===== config.mk =====
export PLATFORM = sky130hd
export DESIGN_NAME = mult_iterative
export DESIGN_NICKNAME = d
export VERILOG_FILES = /design/src/rtl/mult_iterative_pkg.sv /design/src/rtl/mult_digit_step.sv /design/src/rtl/mult_iterative.sv
export SDC_FILE = /design/constraint.sdc
export NUM_CORES = 1
export LEC_CHECK = 0
export CAP_MARGIN = 5
export CORE_ASPECT_RATIO = 1.5
export CORE_MARGIN = 4
export CORE_UTILIZATION = 25
export CTS_CLUSTER_DIAMETER = 80
export DETAILED_ROUTE_END_ITERATION = 16
export GPL_TIMING_DRIVEN = 0
export SLEW_MARGIN = 5
export SYNTH_ARGS = -nofsm -noshare
export SYNTH_HDL_FRONTEND = slang
export SYNTH_SLANG_ARGS = --single-unit

===== constraint.sdc =====
create_clock -name clk_i -period 8.9 [get_ports clk_i]
set_input_delay 2.225 -clock clk_i [delete_from_list [all_inputs] [get_ports clk_i]]
set_output_delay 2.225 -clock clk_i [all_outputs]
set_load 0.01 [all_outputs]

===== src/rtl/mult_iterative_pkg.sv =====
// Shared encodings for the iterative RV32M multiplier: op codes, FSM state
// type and the operand-signedness helpers used at request acceptance.
package mult_iterative_pkg;

    localparam logic [1:0] OP_MUL    = 2'b00;
    localparam logic [1:0] OP_MULH   = 2'b01;
    localparam logic [1:0] OP_MULHSU = 2'b10;
    localparam logic [1:0] OP_MULHU  = 2'b11;

    typedef logic [1:0] state_t;

    localparam state_t ST_IDLE = 2'd0;
    localparam state_t ST_CALC = 2'd1;
    localparam state_t ST_DONE = 2'd2;

    function automatic logic a_is_signed(input logic [1:0] op);
        return (op == OP_MULH) || (op == OP_MULHSU);
    endfunction

    function automatic logic b_is_signed(input logic [1:0] op);
        return op == OP_MULH;
    endfunction

endpackage


===== src/rtl/mult_digit_step.sv =====
// One radix-2^DIGIT_W step: adds a * digit, shifted to digit position idx,
// into the double-width accumulator. Purely combinational.
module mult_digit_step #(
    parameter int XLEN    = 32,
    parameter int DIGIT_W = 4,
    parameter int CNT_W   = 3
) (
    input  logic [2*XLEN-1:0]  acc,
    input  logic [XLEN-1:0]    a,
    input  logic [DIGIT_W-1:0] digit,
    input  logic [CNT_W-1:0]   idx,
    output logic [2*XLEN-1:0]  acc_next
);

    logic [XLEN+DIGIT_W-1:0] pp;
    logic [2*XLEN-1:0]       pp_ext;
    logic [2*XLEN-1:0]       pp_shift;

    always_comb begin
        pp       = {{DIGIT_W{1'b0}}, a} * {{XLEN{1'b0}}, digit};
        pp_ext   = {{(XLEN-DIGIT_W){1'b0}}, pp};
        pp_shift = pp_ext << (DIGIT_W * int'(idx));
        acc_next = acc + pp_shift;
    end

endmodule


===== src/rtl/mult_iterative.sv =====
// Iterative RV32M multiplier: sign-magnitude operands, DIGIT_W multiplier bits
// per cycle, final conditional negation, valid/ready result handshake.
module mult_iterative
    import mult_iterative_pkg::*;
#(
    parameter int XLEN    = 32,
    parameter int DIGIT_W = 4
) (
    input  logic            clk_i,
    input  logic            rst_ni,
    input  logic            valid_i,
    output logic            ready_o,
    input  logic [1:0]      op_i,
    input  logic [XLEN-1:0] A_i,
    input  logic [XLEN-1:0] B_i,
    input  logic            kill_i,
    output logic            valid_o,
    input  logic            ready_i,
    output logic [XLEN-1:0] result_o,
    output state_t          dbg_state
);

    localparam int N     = XLEN / DIGIT_W;
    localparam int CNT_W = (N > 1) ? $clog2(N) : 1;
    localparam logic [CNT_W-1:0]  CNT_LAST = CNT_W'(N - 1);
    localparam logic [CNT_W-1:0]  CNT_ONE  = CNT_W'(1);
    localparam logic [XLEN-1:0]   ONE_X    = XLEN'(1);
    localparam logic [2*XLEN-1:0] ONE_2X   = (2*XLEN)'(1);

    // Handshake: a request transfers on a rising edge with valid_i & ready_o;
    // a result transfers on a rising edge with valid_o & ready_i, and result_o
    // is held stable while valid_o is high and ready_i is low.

    state_t            state;
    logic [1:0]        op_q;
    logic [XLEN-1:0]   a_mag;
    logic [XLEN-1:0]   b_mag;
    logic              sign_q;
    logic [CNT_W-1:0]  cnt;
    logic [2*XLEN-1:0] acc;

    logic              a_neg;
    logic              b_neg;
    logic [XLEN-1:0]   a_in_mag;
    logic [XLEN-1:0]   b_in_mag;
    logic [2*XLEN-1:0] acc_step;
    logic [2*XLEN-1:0] acc_fin;

    // Most-negative operand maps to 2^(XLEN-1), which fits unsigned.
    always_comb begin
        a_neg    = a_is_signed(op_i) & A_i[XLEN-1];
        b_neg    = b_is_signed(op_i) & B_i[XLEN-1];
        a_in_mag = a_neg ? (~A_i + ONE_X) : A_i;
        b_in_mag = b_neg ? (~B_i + ONE_X) : B_i;
    end

    mult_digit_step #(
        .XLEN    (XLEN),
        .DIGIT_W (DIGIT_W),
        .CNT_W   (CNT_W)
    ) u_step (
        .acc      (acc),
        .a        (a_mag),
        .digit    (b_mag[DIGIT_W-1:0]),
        .idx      (cnt),
        .acc_next (acc_step)
    );

    always_comb begin
        acc_fin = acc_step;
        if (sign_q && (acc_step != '0)) begin
            acc_fin = ~acc_step + ONE_2X;
        end
    end

    always_ff @(posedge clk_i or negedge rst_ni) begin
        if (!rst_ni) begin
            state  <= ST_IDLE;
            op_q   <= OP_MUL;
            a_mag  <= '0;
            b_mag  <= '0;
            sign_q <= 1'b0;
            cnt    <= '0;
            acc    <= '0;
        end else begin
            case (state)
                ST_IDLE: begin
                    if (valid_i) begin
                        state  <= ST_CALC;
                        op_q   <= op_i;
                        a_mag  <= a_in_mag;
                        b_mag  <= b_in_mag;
                        sign_q <= a_neg ^ b_neg;
                        cnt    <= '0;
                        acc    <= '0;
                    end
                end
                ST_CALC: begin
                    if (kill_i) begin
                        state <= ST_IDLE;
                        cnt   <= '0;
                    end else if (cnt == CNT_LAST) begin
                        state <= ST_DONE;
                        acc   <= acc_fin;
                        cnt   <= '0;
                    end else begin
                        acc   <= acc_step;
                        b_mag <= b_mag >> DIGIT_W;
                        cnt   <= cnt + CNT_ONE;
                    end
                end
                ST_DONE: begin
                    if (kill_i || ready_i) begin
                        state <= ST_IDLE;
                    end
                end
                default: state <= ST_IDLE;
            endcase
        end
    end

    always_comb begin
        ready_o   = (state == ST_IDLE);
        valid_o   = (state == ST_DONE);
        dbg_state = state;
        result_o  = '0;
        if (valid_o) begin
            result_o = (op_q == OP_MUL) ? acc[XLEN-1:0] : acc[2*XLEN-1:XLEN];
        end
    end

endmodule


Word-level counts from Yosys, hierarchy flattened

Index checks and enable logic that the tools add are counted.

Bits in registers: 136
Logic and storage cells: 64
Input bits: 71
Output and inout bits: 36

Shifts and indexed selects: 1
Equal/unequal tests: 10
Reduce and logical (&&, ||, !) cells: 12
Multiplexer cells: 22
Bitwise operators: 6
Multipliers: 1
$add $sub $neg: 5

Operators with widths:

| operator                | number |
|---|---|
| $mux W64                | 4 |
| $mux W32                | 7 |
| $pmux W64 S2            | 1 |
| $add A32 B1 Y32 const B | 2 |
| $add A64 B1 Y64 const B | 1 |
| $add A64 B64 Y64        | 1 |
| $not A32 Y32            | 2 |
| $not A64 Y64            | 1 |
| $pmux W32 S2            | 1 |
| $reduce_bool A64 Y1     | 1 |
| $shl A36 B5 Y64         | 1 |
| $mul A32 B4 Y36         | 1 |
| $mux W3                 | 3 |
| $mux W2                 | 4 |
| $ne A2 B2 Y1 const B    | 3 |
| $pmux W2 S3             | 1 |
| $pmux W3 S2             | 1 |
| $reduce_and A3 Y1       | 2 |
| $eq A2 B1 Y1 const B    | 2 |
| $eq A2 B2 Y1 const B    | 2 |
| $logic_not A2 Y1        | 2 |
| $reduce_and A2 Y1       | 2 |
| $reduce_and A4 Y1       | 1 |
| $add A3 B1 Y3 const B   | 1 |
| other kinds (8)         | 10 |

Longest topological paths before layout

Depth in word-level cells: 9
Depth in mapped cells: 36
Depth with buffers taken out: 31

Modules after synthesis

From an unflattened synthesis, not the netlist that was laid out.

Cell total of the unflattened synthesis: 2440
Area total of the unflattened synthesis: 18144.9 µm²

Modules (own cells, without submodules):

| module          | cells each | instances | area each (µm²) |
|---|---|---|---|
| mult_digit_step | 1331       | 1         | 9237.6 |
| mult_iterative  | 1109       | 1         | 8907.3 |

Worst setup path after synthesis

OpenSTA, ideal clock, no wires.

Path type: register to register
Start point: register b_mag[3]
End point: register acc[58]
Data required time: 8.769 ns
Data arrival time: 8.048 ns
Setup slack: 0.721 ns
Clock period less this slack: 8.179 ns
Cell stages (with the launch flop): 34
Path through: dfrtp_1 clkbuf_1 nand2_1 fa_1 inv_1 fa_1 ha_1 a211o_1 a2111oi_0 or3_1 a31oi_1 o2111ai_1 a211oi_1 nor2_1 o21ai_0 or4b_2 o2111ai_1 mux2i_1 o21ai_0 ha_1 buf_2 nand2_1 o21ai_1 o311ai_1 nand2b_1 o41ai_4 xor2_1 nand4_1 nor4_4 nand4_4 o21ai_4 buf_6 nor4_1 or3_1

Cells in the longest elaborated chain, start to end: 9

RTL lines:

| what                                                          | line                                       | RTL |
|---|---|---|
| from (decl)                                                   | mult_iterative.sv:37                       | `logic [XLEN-1:0] b_mag;` |
| from (signal assigned)                                        | mult_iterative.sv:92                       | `b_mag <= b_in_mag;` |
| from (signal assigned)                                        | mult_iterative.sv:108                      | `b_mag <= b_mag >> DIGIT_W;` |
| $mul A32 B4 Y36 *                                             | mult_digit_step.sv:20                      | `pp = {{DIGIT_W{1'b0}}, a} * {{XLEN{1'b0}}, digit};` |
| $shl A36 B5 Y64 *                                             | mult_digit_step.sv:22                      | `pp_shift = pp_ext << (DIGIT_W * int'(idx));` |
| $add A64 B64 Y64 *                                            | mult_digit_step.sv:23                      | `acc_next = acc + pp_shift;` |
| $not A64 Y64 / $reduce_bool A64 Y1 (equally long branches)    | mult_iterative.sv:72, mult_iterative.sv:71 |  |
| $add A64 B1 Y64 / $logic_and A1 B1 Y1 (equally long branches) | mult_iterative.sv:72, mult_iterative.sv:71 |  |
| $mux W64                                                      | mult_iterative.sv:71                       | `if (sign_q && (acc_step != '0)) begin` |
| $mux W64 *                                                    | mult_iterative.sv:102                      | `end else if (cnt == CNT_LAST) begin` |
| $mux W64 *                                                    | mult_iterative.sv:99                       | `if (kill_i) begin` |
| $pmux W64 S2 *                                                | mult_iterative.sv:86                       | `case (state)` |
| to (signal assigned)                                          | mult_iterative.sv:104                      | `acc <= acc_fin;` |
| to (signal assigned)                                          | mult_iterative.sv:107                      | `acc <= acc_step;` |
| to (decl)                                                     | mult_iterative.sv:40                       | `logic [2*XLEN-1:0] acc;` |

Every way passes the cells marked *; elsewhere a longest branch is shown, timed or not. The select of a mux whose other input is x is not followed.
A chain may end at the register's enable or synchronous reset.

Worst setup path in the final report

Start point: register b_mag[3]
End point: register acc[4]

Same word-level chain as after synthesis.

==> reports/qor.csv <==
stage,metric,value,unit
placement,Post-Place Cells,3796,
timing,Setup TNS,0,ps
cells_and_area,Post-Layout Cell Count,3882,
critical_path,CP Data Required Time,9220,ps
synthesis,post-synthesis net count,2925,
critical_path,Startpoint Class,flop,
hold_path,Worst Hold Class,flop to flop,
timing,Max Slew Vio Count,0,
timing,Fin. Hold Viols,0,
outcome,status,"finished, final reports clean",
synthesis,Synth cell types,93,
cts,"Reg clk slew, reported paths",80,ps
synthesis,Syn Area/Cell,7.22,µm²
critical_path,buffer and inverter count on the worst path,5,
critical_path,crit-path max cell delay,540,ps
cts,# clock sinks,136,
placement,HPWL Detailed,73.4,mm
cts,CTS root buf,clkbuf_16,
drt,via count,21100,
cells_and_area,final core utilization,31.7,%
critical_path,R2R cell count,34,
cts,CTS buffer count,17,
cts,CTS max path bufs,2,
synthesis,Mapped Cells,2681,
global_routing,largest net degree at the start of global routing,81,
placement,GP Congestion,0.993,
synthesis,Synth Cell Area,19400,µm²
floorplan,Cell Rows,124,
floorplan,Initial Util,25.3,%
critical_path,CP startpoint,b_mag[3]$_DFFE_PN0P_,
floorplan,core area,76500,µm²
synthesis,Syn. warnings,0,
critical_path,crit path max-delay cell type,fa_1,
timing,final setup violation count,0,
critical_path,worst path arrival time,9070,ps
global_routing,first-pass GRT wire length,130,mm
critical_path,CP Class,flop to flop,
cells_and_area,ant diodes,0,
cells_and_area,share of cells above drive strength 1,14.3,%
global_routing,vias in the first global route,20800,
hold_path,WHS Path Cells,2,
synthesis,Main synth FF type,dfrtp_1,
flow_run,max-cap violations,0,
drt,drt pass-1 iters,6,
cts,Worst-Skew Late Latency,480,ps
critical_path,FF-to-FF End,acc[4]$_DFFE_PN0P_,
global_routing,antenna violations before repair,2,
critical_path,"CP delay by family, top",compound AO/OA/AOI/OAI gates,
cts,H-tree Lvls,4,
cells_and_area,area grow syn2layout,25.3,%
timing,crit share post-route,98.3,%
critical_path,crit path max fanout,10,
synthesis,number of synthesized flops with an enable pin,0,
hold_path,worst hold endpoint,b_mag[4]$_DFFE_PN0P_,
timing,Rel. slew slack,20.4,%
floorplan,I/O pin cnt,107,
synthesis,"Seq/Total Area, Yosys",17.6,%
drt,Final ANT Viol Nets,0,
cts,TritonCTS clock tree,yes,
placement,IO buf count,106,
floorplan,Die X,235,µm
global_routing,GRT Util Overall,20.7,%
timing,Tmin final,8750,ps
synthesis,Seq cells post-synth,136,
drt,WL final,88.6,mm
global_routing,total gr overflow,0,
synthesis,Synth async-reset ratio,100,%
floorplan,die height,349,µm
timing,clk_skew,16.7,ps
critical_path,r2r startpoint,b_mag[3]$_DFFE_PN0P_,
drt,First DRT Iteration DRCs,1549,
drt,DRC,0,
critical_path,Worst R2R Setup Slack,150,ps
critical_path,Setup crit end kind,flop,
cts,CTS Hold Bufs,0,
drt,Via density,5.43,
hold_path,hold_sp,b_mag[4]$_DFFE_PN0P_,
cells_and_area,fill count,8277,
cells_and_area,nets@finish,3105,
timing,Worst Tran Pin Value,1190,ps
drt,Routed wire per std cell,22.8,µm
timing,Max Fclk,0.114,GHz
floorplan,die area,82100,µm²
==> area by class of cell <==
type                    instances  area (µm²)  share of cell area (%)
flip-flops and latches        136        3410                    14.0
clock inverters                15         149                   0.614
clock buffers                  17         425                    1.75
plain buffers                 137         672                    2.77
inverters                     159         597                    2.46
repair buffers                181        1660                    6.84
multi-input cells            2229       16100                    66.3
well taps                    1008        1260                    5.20
==> cells by family (layout without fill, tap and decap cells) <==
family | after synthesis | after routing | share of synthesized area, %
AOI/OAI and AO/OA | 802 | 802 | 26.4
muxes | 41 | 41 | 2.18
buffers and inverters | 316 | 509 | 6.37
and+or+nand+nor | 1047 | 1047 | 26.4
DFF | 136 | 136 | 17.6
xor gates and xnor gates | 166 | 166 | 7.58
adders and majority gates | 173 | 173 | 13.5
==> registers in the layout, summed over array words and instances (netlist names) <==
signal and flops:
acc 64, a_mag 32, b_mag 32, cnt 3, dbg_state 2, op_q 2, sign_q 1
==> through the flow <==
stage                     cell area, µm²  hold slack (ps)  setup slack (ps)
after floorplan                    19400              442               721
after global placement             21700              463             -2520
after detailed placement           21700              469             -2490
after CTS                          23200              486             0.263
after global routing               24300              503              -136
final                              24300              480               149
==> synthesized netlist by cell type (all sizes together), types with 22 or more instances <==
| library cell | n | area share [%] |
|---|---|---|
| fa | 61 | 6.3 |
| nor3 | 54 | 1.4 |
| buf | 35 | 0.92 |
| mux2i | 32 | 1.7 |
| a21oi | 235 | 6.1 |
| clkbuf | 122 | 2.4 |
| nor4 | 23 | 0.90 |
| o31ai | 25 | 0.97 |
| nand2 | 383 | 7.4 |
| ha | 112 | 7.2 |
| and2 | 120 | 3.9 |
| a21o | 53 | 2.1 |
| o21ai | 227 | 5.9 |
| xor2 | 73 | 3.3 |
| nand4 | 50 | 1.7 |
| xnor2 | 92 | 4.2 |
| nor2 | 189 | 3.7 |
| nand3 | 89 | 2.3 |
| inv | 158 | 3.1 |
| o211ai | 63 | 2.5 |
| and3 | 22 | 0.71 |
| dfrtp | 136 | 18 |
==> cell usage in the layout (no fill, tap or decap), types with 10 or more instances in the layout <==
cell | netlist | routed
a21o_1 | 53 | 50
a21oi_1 | 235 | 194
a21oi_2 | 0 | 34
a31oi_1 | 18 | 12
a32oi_1 | 15 | 13
and2_1 | 118 | 117
and3_1 | 22 | 21
buf_2 | 26 | 20
buf_4 | 2 | 76
clkbuf_1 | 122 | 86
clkbuf_16 | 0 | 17
clkdlybuf4s50_1 | 0 | 105
dfrtp_1 | 136 | 133
fa_1 | 61 | 61
ha_1 | 112 | 87
ha_2 | 0 | 10
ha_4 | 0 | 15
inv_1 | 156 | 156
mux2i_1 | 32 | 23
nand2_1 | 383 | 377
nand2b_1 | 19 | 19
nand3_1 | 89 | 84
nand4_1 | 49 | 49
nor2_1 | 189 | 177
nor2_2 | 0 | 12
nor2b_1 | 16 | 16
nor3_1 | 54 | 46
nor4_1 | 21 | 14
o211ai_1 | 61 | 61
o21ai_0 | 202 | 157
o21ai_1 | 24 | 45
o21ai_2 | 0 | 20
o21bai_1 | 15 | 15
o31ai_1 | 25 | 22
or3_1 | 20 | 18
or4_1 | 18 | 18
xnor2_1 | 92 | 82
xor2_1 | 73 | 62
xor2_2 | 0 | 10
==> how the worst max path moves through the flow <==
| stage | endpoint | slack, ps | cells after the start |
|---|---|---|---|
| finish | acc[4]$_DFFE_PN0P_ | 150 | 34 |
| detailed placement | acc[36]$_DFFE_PN0P_ | -2490 | 34 |
| floorplan | acc[58]$_DFFE_PN0P_ | 720 | 33 |
| CTS | acc[4]$_DFFE_PN0P_ | 0.3 | 34 |
| global placement | acc[36]$_DFFE_PN0P_ | -2520 | 34 |
| global route | acc[58]$_DFFE_PN0P_ | -140 | 34 |
==> repair_timing <==
item | CTS | global route
setup buffers | 36 | 38
endpoints found under the hold margin | 0 | 0
endpoints found under the setup margin | 63 | 63
gates resized for setup | 185 | 183
pin swaps | 35 | 57
==> layer usage <==
metal	track usage [%]	share of wire (%)	vias to the layer above
li1	-	-	9907
met2	36.6	49	841
met5	0	0.012	-
met3	2.61	5.1	296
met1	22.0	36	10000
met4	17.1	10	2
==> tightest hold or removal path, delay by kind of cell (launching register included) <==
family | cells | cell delay, ps
compound gates | 1 | 60
flops | 1 | 340
simple gates | 1 | 40
Power is left out: the tool's default activity adds up to more than one toggle a clock period on the data nets, which glitch-free logic cannot reach.
